### src/rtl/uart_pkg.sv
// ---------------------------------------------------------------------------
// uart_pkg
//   Shared definitions for the UART blocks: the auto-baud detector FSM state
//   encoding and the generator-related constants (16x oversampling, divisor
//   fraction in eighths, 13-bit integer divisor).
// ---------------------------------------------------------------------------
package uart_pkg;

  // Falling edges produced by a 0x55 sync character (bit times 0,2,4,6,8).
  localparam int unsigned SYNC_EDGES       = 5;
  // The generator ticks 16 times per bit.
  localparam int unsigned OVERSAMPLE_SHIFT = 4;
  // Fractional divisor resolution: eighths of a clock.
  localparam int unsigned FRAC_BITS        = 3;
  localparam int unsigned BAUD_VAL_W       = 13;
  localparam int unsigned BAUD_VAL_MAX     = (1 << BAUD_VAL_W) - 1;

  typedef enum logic [2:0] {
    ST_IDLE,
    ST_ARM,
    ST_HUNT,
    ST_MEAS,
    ST_CALC,
    ST_DONE,
    ST_ERR
  } state_e;

endpackage : uart_pkg

### src/rtl/uart_rx_sync.sv
// ---------------------------------------------------------------------------
// uart_rx_sync
//   Two-flop synchronizer for the asynchronous RX pin plus falling-edge
//   detection. Shared by the auto-baud detector and the receiver.
//
//   i_clk      system clock
//   i_reset    synchronous, active-high reset
//   i_rx       asynchronous serial input, idle high
//   o_rx_sync  synchronized RX level
//   o_fall     one-cycle pulse on a high-to-low transition of RX
// ---------------------------------------------------------------------------
module uart_rx_sync (
  input  logic i_clk,
  input  logic i_reset,
  input  logic i_rx,
  output logic o_rx_sync,
  output logic o_fall
);

  // r_sync[0] is the newest sample, r_sync[1] the older one.
  logic [1:0] r_sync;

  // Reset to the idle (high) level so leaving reset never fakes an edge.
  always_ff @(posedge i_clk) begin
    // NOTE: sequential state uses non-blocking assignments so every flop
    // samples the pre-edge values, independent of statement order.
    if (i_reset) r_sync <= 2'b11;
    else         r_sync <= {r_sync[0], i_rx};
  end

  assign o_rx_sync = r_sync[1];
  assign o_fall    = r_sync[1] & ~r_sync[0];

endmodule : uart_rx_sync

### src/rtl/uart_autobaud_detect.sv
// ---------------------------------------------------------------------------
// uart_autobaud_detect
//   Measures a received 0x55 sync character and returns the baud generator
//   divisor (integer part + eighths) that reproduces the measured bit rate.
//   The span from the 1st to the 5th falling edge is 8 bit times; each
//   2-bit interval must match the first one within I0>>TOL_SHIFT.
//
//   i_clk               system clock
//   i_reset             synchronous, active-high reset
//   i_start             1-cycle pulse: arm a measurement (IDLE/DONE only)
//   i_rx                asynchronous serial input, idle high
//   o_busy              measurement in progress
//   o_locked            o_baud_val/o_baud_val_fraction hold a valid result
//   o_det_err           1-cycle pulse: measurement rejected
//   o_baud_val          integer divisor
//   o_baud_val_fraction fractional divisor, eighths
// ---------------------------------------------------------------------------
module uart_autobaud_detect
  import uart_pkg::*;
#(
  parameter int unsigned TOL_SHIFT = 3,
  parameter int unsigned CNT_W     = 21
) (
  input  logic                  i_clk,
  input  logic                  i_reset,
  input  logic                  i_start,
  input  logic                  i_rx,
  output logic                  o_busy,
  output logic                  o_locked,
  output logic                  o_det_err,
  output logic [BAUD_VAL_W-1:0] o_baud_val,
  output logic [FRAC_BITS-1:0]  o_baud_val_fraction
);

  // Divisor arithmetic width: one bit above the counter so C+8 cannot wrap,
  // and at least wide enough to hold the sign plus E[15:3].
  localparam int unsigned E_W =
    (CNT_W + 1 > BAUD_VAL_W + FRAC_BITS + 1) ? CNT_W + 1 : BAUD_VAL_W + FRAC_BITS + 1;
  localparam int unsigned ROUND_ADD  = 1 << (OVERSAMPLE_SHIFT - 1);
  // The generator divides by (BAUD_VAL+1), so remove one whole clock (8/8).
  localparam int unsigned DIV_OFFSET = 1 << FRAC_BITS;

  state_e                r_state, w_next_state;
  logic [CNT_W-1:0]      r_c;          // total clocks since edge 1
  logic [CNT_W-1:0]      r_i;          // clocks since the latest edge, minus one
  logic [CNT_W-1:0]      r_i0;         // reference 2-bit interval
  logic [2:0]            r_edge_cnt;   // falling edges seen so far
  logic [BAUD_VAL_W-1:0] r_baud_val;
  logic [FRAC_BITS-1:0]  r_baud_frac;

  logic                  w_rx_sync, w_fall;
  logic [CNT_W-1:0]      w_interval, w_diff, w_tol;
  logic                  w_out_of_tol, w_c_full;
  logic [E_W-1:0]        w_round;
  logic signed [E_W-1:0] w_e, w_e_int;
  logic                  w_calc_bad;

  uart_rx_sync u_rx_sync (
    .i_clk    (i_clk),
    .i_reset  (i_reset),
    .i_rx     (i_rx),
    .o_rx_sync(w_rx_sync),
    .o_fall   (w_fall)
  );

  // I is cleared on the edge cycle itself, so the interval that ends on
  // the current edge is I+1.
  always_comb begin
    w_interval   = r_i + CNT_W'(1);
    w_diff       = (w_interval > r_i0) ? (w_interval - r_i0) : (r_i0 - w_interval);
    w_tol        = r_i0 >> TOL_SHIFT;
    w_out_of_tol = (w_diff > w_tol);
    w_c_full     = (r_c == '1);
  end

  // E = round(C/16) - 8 = 8*BAUD_VAL + FRACTION.
  always_comb begin
    w_round    = ({{(E_W - CNT_W){1'b0}}, r_c} + E_W'(ROUND_ADD)) >> OVERSAMPLE_SHIFT;
    w_e        = $signed(w_round) - $signed(E_W'(DIV_OFFSET));
    w_e_int    = w_e >>> FRAC_BITS;
    w_calc_bad = w_e[E_W-1] || (w_e_int > $signed(E_W'(BAUD_VAL_MAX)));
  end

  // State register.
  always_ff @(posedge i_clk) begin
    if (i_reset) r_state <= ST_IDLE;
    else         r_state <= w_next_state;
  end

  // Next-state logic.
  always_comb begin
    // NOTE: default assignment first so no path through the case leaves the
    // signal unassigned, which would infer a latch.
    w_next_state = r_state;
    case (r_state)
      ST_IDLE: if (i_start)   w_next_state = ST_ARM;
      ST_ARM:  if (w_rx_sync) w_next_state = ST_HUNT;
      ST_HUNT: if (w_fall)    w_next_state = ST_MEAS;
      ST_MEAS: begin
        if (w_c_full) begin
          w_next_state = ST_ERR;
        end else if (w_fall) begin
          // Edge 2 only defines the reference interval; later edges compare.
          if (r_edge_cnt != 3'd1 && w_out_of_tol)
            w_next_state = ST_ERR;
          else if (r_edge_cnt == 3'(SYNC_EDGES - 1))
            w_next_state = ST_CALC;
        end
      end
      ST_CALC: w_next_state = w_calc_bad ? ST_ERR : ST_DONE;
      // A START here re-arms; an edge in the same cycle is simply not looked at.
      ST_DONE: if (i_start)   w_next_state = ST_ARM;
      ST_ERR:  w_next_state = ST_IDLE;
      default: w_next_state = ST_IDLE;
    endcase
  end

  // Output decode.
  always_comb begin
    o_busy    = 1'b0;
    o_locked  = 1'b0;
    o_det_err = 1'b0;
    case (r_state)
      ST_ARM, ST_HUNT, ST_MEAS, ST_CALC: o_busy    = 1'b1;
      ST_DONE:                           o_locked  = 1'b1;
      ST_ERR:                            o_det_err = 1'b1;
      default: ;
    endcase
  end

  // Counters and result registers. The divisor outputs only move on a
  // successful CALC so a live generator never sees a partial value.
  always_ff @(posedge i_clk) begin
    if (i_reset) begin
      r_c         <= '0;
      r_i         <= '0;
      r_i0        <= '0;
      r_edge_cnt  <= '0;
      r_baud_val  <= '0;
      r_baud_frac <= '0;
    end else begin
      case (r_state)
        ST_HUNT: begin
          if (w_fall) begin
            r_c        <= '0;
            r_i        <= '0;
            r_edge_cnt <= 3'd1;
          end
        end
        ST_MEAS: begin
          if (!w_c_full) r_c <= r_c + CNT_W'(1);
          if (w_fall) begin
            if (r_edge_cnt == 3'd1) r_i0 <= w_interval;
            r_i        <= '0;
            r_edge_cnt <= r_edge_cnt + 3'd1;
          end else begin
            r_i <= r_i + CNT_W'(1);
          end
        end
        ST_CALC: begin
          if (!w_calc_bad) begin
            r_baud_val  <= w_e[FRAC_BITS +: BAUD_VAL_W];
            r_baud_frac <= w_e[FRAC_BITS-1:0];
          end
        end
        default: ;
      endcase
    end
  end

  assign o_baud_val          = r_baud_val;
  assign o_baud_val_fraction = r_baud_frac;

endmodule : uart_autobaud_detect

### config.mk
export PLATFORM = sky130hd
export DESIGN_NAME = uart_autobaud_detect
export DESIGN_NICKNAME = d
export VERILOG_FILES = /design/src/rtl/uart_pkg.sv /design/src/rtl/uart_rx_sync.sv /design/src/rtl/uart_autobaud_detect.sv
export SDC_FILE = /design/constraint.sdc
export NUM_CORES = 1
export LEC_CHECK = 0
export CELL_PAD_IN_SITES_DETAIL_PLACEMENT = 2
export CELL_PAD_IN_SITES_GLOBAL_PLACEMENT = 2
export CORE_MARGIN = 2
export CORE_UTILIZATION = 35
export CTS_BUF_LIST = sky130_fd_sc_hd__clkbuf_4
export CTS_CLUSTER_SIZE = 12
export DETAILED_ROUTE_END_ITERATION = 10
export PLACE_DENSITY = 0.77
export SLEW_MARGIN = 10
export SYNTH_ARGS = -nofsm -noshare
export SYNTH_HDL_FRONTEND = slang
export SYNTH_SLANG_ARGS = --single-unit
export TNS_END_PERCENT = 30
### constraint.sdc
create_clock -name i_clk -period 7.45 [get_ports i_clk]
set_clock_uncertainty 0.15 [all_clocks]
set_input_delay 1.1175 -clock i_clk [delete_from_list [all_inputs] [get_ports i_clk]]
set_output_delay 1.1175 -clock i_clk [all_outputs]
set_load 0.05 [all_outputs]
Yosys cells after proc, flatten, opt, wreduce, memory -nomap -nowiden:

Cells that the tools add are included.

* register bits after elaboration: 87
* bits of input ports: 4
* output and inout bits: 19
* word-level logic and storage cells: 71

* add/sub/neg operators: 7
* $lt $le $gt $ge: 3
* equal/unequal tests: 17
* mux-type cells: 21
* bitwise gates (word level): 3
* reduce and logical (&&, ||, !) cells: 12

Operators with widths (number)
* $mux W21: 4
* $pmux W21 S2: 2
* $add A21 B1 Y21 const B: 2
* $sub A21 B21 Y21: 2
* $mux W3: 9
* $add A21 B4 Y22 const B: 1
* $eq A21 B21 Y1 const B: 1
* $gt A21 B18 Y1: 1
* $gt A21 B21 Y1: 1
* $sub A18 B4 Y19 const B: 1
* $gt A16 B14 Y1 const B: 1
* $pmux W3 S5: 1
* $eq A3 B3 Y1 const B: 4
* $reduce_and A3 Y1: 3
* $ne A2 B1 Y1 const B: 4
* $eq A3 B1 Y1 const B: 2
* $eq A3 B2 Y1 const B: 2
* $pmux W3 S2: 1
* $reduce_and A5 Y1: 1
* $ne A4 B4 Y1 const B: 1
* $reduce_and A2 Y1: 2
* $reduce_or A4 Y1: 1
* $add A3 B1 Y3 const B: 1
* $logic_not A3 Y1: 1
* other kinds (11): 14

Depth between registers and ports, before layout:

* depth in word-level cells: 9
* mapped depth: 31
* depth with buffers taken out: 29

Cells and area by module:

A second synthesis with hierarchy kept.

* cell total of the unflattened synthesis: 968
* area total of the unflattened synthesis: 7558.5 um^2

Modules (own cells, without submodules)
* uart_autobaud_detect: times used 1, cells an instance 963, area an instance 7497.2 um^2
* uart_rx_sync: times used 1, cells an instance 5, area an instance 61.3 um^2

Worst setup path before layout:

No wires, ideal clock.

* path type: reg-to-reg
* start: reg r_i[0]
* end: reg r_state[2]
* setup time: 87 ps
* arrival: 6915 ps
* data required time: 7213 ps
* setup slack: 298 ps
* stages on the path, launching flop included: 32
* path buffers: 3
* period minus slack after synthesis: 7152 ps
* cells stage by stage: dfxtp_1 -> ha_1 -> nand2_1 -> nor3_1 -> and3_1 -> and3_1 -> and2_1 -> nand4_1 -> xor2_1 -> inv_1 -> ha_1 -> buf_4 -> nand2_2 -> or4_4 -> nor3_2 -> a221oi_2 -> a21oi_4 -> buf_2 -> buf_2 -> mux2i_1 -> o31ai_1 -> xor2_1 -> ha_1 -> nand4_1 -> or4_1 -> o22ai_1 -> a31o_2 -> nand4_1 -> or4b_1 -> and4b_1 -> a2111o_1 -> o31ai_1

* longest elaborated chain between the ends: 9

Ends and longest elaborated chain
* start, declared: line uart_autobaud_detect.sv:45 `logic [CNT_W-1:0] r_i;`
* start signal, assigned: line uart_autobaud_detect.sv:157 `r_i <= r_i + CNT_W'(1);`
* $add A21 B1 Y21 (*): line uart_autobaud_detect.sv:69 `w_interval = r_i + CNT_W'(1);`
* net w_interval[18]: line uart_autobaud_detect.sv:52 `logic [CNT_W-1:0] w_interval, w_diff, w_tol;`
* $sub A21 B21 Y21 / $gt A21 B21 Y1 (equally long branches): line uart_autobaud_detect.sv:70 `w_diff = (w_interval > r_i0) ? (w_interval - r_i0) : (r_i0 - w_interval);`
* $mux W21 (*): line uart_autobaud_detect.sv:70
* $gt A21 B18 Y1 (*): line uart_autobaud_detect.sv:72 `w_out_of_tol = (w_diff > w_tol);`
* $logic_and A1 B1 Y1 (*): line uart_autobaud_detect.sv:104 `if (r_edge_cnt != 3'd1 && w_out_of_tol)`
* $mux W3: line uart_autobaud_detect.sv:104
* $mux W3: line uart_autobaud_detect.sv:102 `end else if (w_fall) begin`
* $mux W3: line uart_autobaud_detect.sv:100 `if (w_c_full) begin`
* $pmux W3 S5: line uart_autobaud_detect.sv:95 `case (r_state)`
* end signal, assigned: line uart_autobaud_detect.sv:87 `else r_state <= w_next_state;`
* end, declared: line uart_autobaud_detect.sv:43 `state_e r_state, w_next_state;`

Mark *: on every way through the listed nets, which the timed path passes. The rest lies on a longest branch. The select of a mux whose other input is x is not followed.
A chain may end at the register's enable or synchronous reset.

Worst setup path after layout:

Same ends and word-level chain as after synthesis.

==> metrics.md <==
| Metric | Value |
|---|---|
| Clock share of power | 0.239 |
| Hold Path Stages | 2 |
| RR Startpoint | r_i[0] |
| FF-to-FF setup slack | 0.28 ns |
| PD cells | 168 nW/um^2 |
| HP Class | flop to flop |
| Core box area | 20800 sq um |
| Synth async-reset ratio | 0 |
| Placer Congestion | 0.877 |
| MaxCap Viol Count | 0 |
| Critical Path AT | 7.42 ns |
| Synth warn | 0 |
| Reg-to-reg endpoint | r_state[2] |
| Input/output buffers | 22 |
| Syn_nets | 1044 |
| GRT Residual Overflow | 0 |
| All-Layer GR Usage | 0.221 |
| Multiplexer share of the synthesized area | 0.0468 |
| Leak | 0.00350 uW |
| DRT antenna net count | 0 |
| Count leader, synth | nor2_1 |
| Crit start category | flop |
| Finished Cell Area | 8300 sq um |
| # setup viols final | 0 |
| Met3 WL | 441 microns |
| Initial DRC Count | 226 |
| Hold WS | 0.340 ns |
| Synth area leaders | dfxtp_1, ha_1, nor2_1 |
| Adder-Cell Fraction of Synth Area | 0.119 |
| Sw Pwr | 499 uW |
| TNS Setup | 0 ns |
| Initial Utilization | 0.353 |
| Vias in the first global route | 7444 |
| Worst-case reg-to-reg path depth | 30 |
| Top delay family on crit path | simple AND/OR/NAND/NOR gates |
| Ratio of cells with drive above 1 in the final layout | 0.102 |
| Cell mode on critical path | nand4_1 |
| Xor and xnor area share after synthesis | 0.0977 |
| Tmin final | 7.17 ns |
| Post-synth EDFFs | 0 |
| Crit path max-delay cell type | or4_4 |
| Peak VDD IR | 0.113 mV |
| Vias/cell | 5.54 |
| Largest family of logic cells by synthesized area | simple AND/OR/NAND/NOR gates |
| Clock Root Buffer | clkbuf_4 |
| Max transition margin | 0.204 |
| Worst setup EP type | flop |
| Avg Inst Size Synth | 7.57 sq um |
| Sw frac | 0.358 |
| Synth top area share | 0.237 |
| Worst setup margin | 0.276 ns |
| Synth area leader | dfxtp_1 |
| Pwr Total | 1390 uW |
| Placement Cell Area | 7920 sq um |
| Fin. Hold Viols | 0 |
| CTS tree | done |
| Post-Synthesis Cells | 971 |
| Clk slew on worst S/H paths | 0.14 ns |
| Final slew viol count | 0 |
| Period utilization | 0.963 |
| Seq pwr share | 0.352 |
| Later-pin clock latency in the skew report | 0.47 ns |
| Gate power share | 0.410 |
| CP max stage delay | 0.58 ns |
| Post-synthesis instance area | 7350 sq um |
| Max H-tree Level | 3 |
| Nets | 1061 |
| Worst Hold End | o_baud_val[1] |
| Maximum clock insertion buffer count | 2 |
| Drt drc | 0 |
| FMAX | 139 MHz |
| Internal | 894 uW |
| DP Wirelength | 18.8 mm |
| Largest net degree at the start of global routing | 70 |
| Register area share after synthesis | 0.237 |
| Syn-to-layout area delta | 12.9% |
| Most instantiated cells after synthesis | nor2_1, dfxtp_1, nand2_1, ha_1, a21oi_1 |
| DP Worst Slack | -0.200 ns |
| TritonRoute pass-1 iters | 4 |
| Initial antenna violation count | 1 |
| First-pass GRT wire length | 39.3 mm |
| Metal-1 WL | 11.3 mm |
| Highest Signal Layer | met4 |
| Synth unique cells | 72 |
| Num rows | 53 |
| Critical Path Fanout Max | 21 |
| DRT Wirelength | 24.3 mm |
| Sink Count | 87 |
| Compound-Gate Fraction of Synth Area | 0.201 |
| Met2 wire length | 11.8 mm |
| Worst-Margin Slew | 1.19 ns |
| Ports | 23 |
| Die Area | 22200 sq um |
| Die width | 149 microns |
| Hold Path Origin | o_baud_val[1] |
| Ys flop type | dfxtp_1 |
| Vias | 7020 |
| TritonCTS Buffers | 9 |
| Flops & latches, synth | 87 |
| Status | complete, no violations |
| CP bufs+invs | 3 |
| Crit Path Class | flop to flop |
| WL/cell | 19.2 microns |
| CP required | 7.70 ns |
| Synth Area in Simple Gates | 0.237 |
| Die height | 149 microns |
## tightest hold or removal path: stages, from the launching register on
cell     delay (ns)
dfxtp_1        0.34
nand2_1        0.06
a21oi_1        0.06
## metrics by stage
step | instances | util
after floorplan | 971 | -
after detailed placement | 1242 | 0.380
after CTS | 1258 | 0.391
final | 1267 | 0.399
after global routing | 1267 | 0.399
after global placement | 1242 | 0.380
## final cells by class
| type | instances | area (sq um) |
|---|---|---|
| sequential | 87 | 1750 |
| multi-input combinational | 771 | 5300 |
| clock inverter | 5 | 98.8 |
| clock buffer | 9 | 67.6 |
| timing repair buffer | 62 | 528 |
| inverter | 57 | 214 |
| fill | 2424 | 12500 |
| antenna | 1 | 2.50 |
| tap | 275 | 344 |
## cell usage in the layout (no fill, tap or decap), types with 21 or more instances in the layout
master | netlist | layout
nor2_1 | 136 | 132
dfxtp_1 | 87 | 83
nand2_1 | 74 | 74
ha_1 | 67 | 66
a21oi_1 | 62 | 61
inv_1 | 57 | 57
xnor2_1 | 53 | 51
o21ai_0 | 44 | 41
buf_4 | 3 | 39
mux2i_1 | 31 | 30
nand3_1 | 31 | 29
xor2_1 | 29 | 28
a211oi_1 | 27 | 27
clkdlybuf4s50_1 | 0 | 21
## state kept, by name, summed over array words and instances (netlist names)
name / count
r_state: 3
r_i: 21
u_rx_sync.r_sync: 2
o_baud_val: 13
o_baud_val_fraction: 3
r_i0: 21
r_edge_cnt: 3
r_c: 21
## power groups by stage
stage | clock network (uW) | registers, uW | logic, uW
detailed placement | 0 | 500 | 526
CTS | 345 | 490 | 538
global placement | 0 | 499 | 509
finish | 333 | 490 | 571
global route | 361 | 492 | 625
floorplan | 0 | 490 | 365
## routing by layer
metal / vias to the layer above / track usage
met2: 76 / 0.384
met1: 3474 / 0.285
met4: 0 / 0.0805
met3: 36 / 0.0223
met5: - / 0
li1: 3434 / -
## worst max-delay path by stage
stage,from,cells past startpoint,to
3_3_place_gp,r_i[1],28,r_state[2]
4_1_cts,r_i[2],28,r_state[2]
2_1_floorplan,r_i[0],31,r_state[2]
6_report,r_i[0],30,r_state[2]
3_5_place_dp,r_i[1],30,r_state[2]
5_1_grt,r_i[4],29,r_state[2]
## cell families (layout without fill, tap and decap cells)
| kind of cell | Yosys count | after routing |
|---|---|---|
| XOR/XNOR | 82 | 82 |
| multiplexers | 34 | 34 |
| AO/OA/AOI/OAI | 222 | 222 |
| buffers and inverters | 113 | 133 |
| AND/OR/NAND/NOR | 364 | 364 |
| adder cells (fa/ha/maj) | 69 | 69 |
| flip-flops | 87 | 87 |
| other | 0 | 1 |
## repair_timing
item,CTS,global route
buffers inserted,2,8
hold buffers,0,0
resized for setup,8,25
pin swaps,2,7
gates cloned,0,0
endpoints found under the setup margin,3,3
Power figures use the tool's default switching activity.
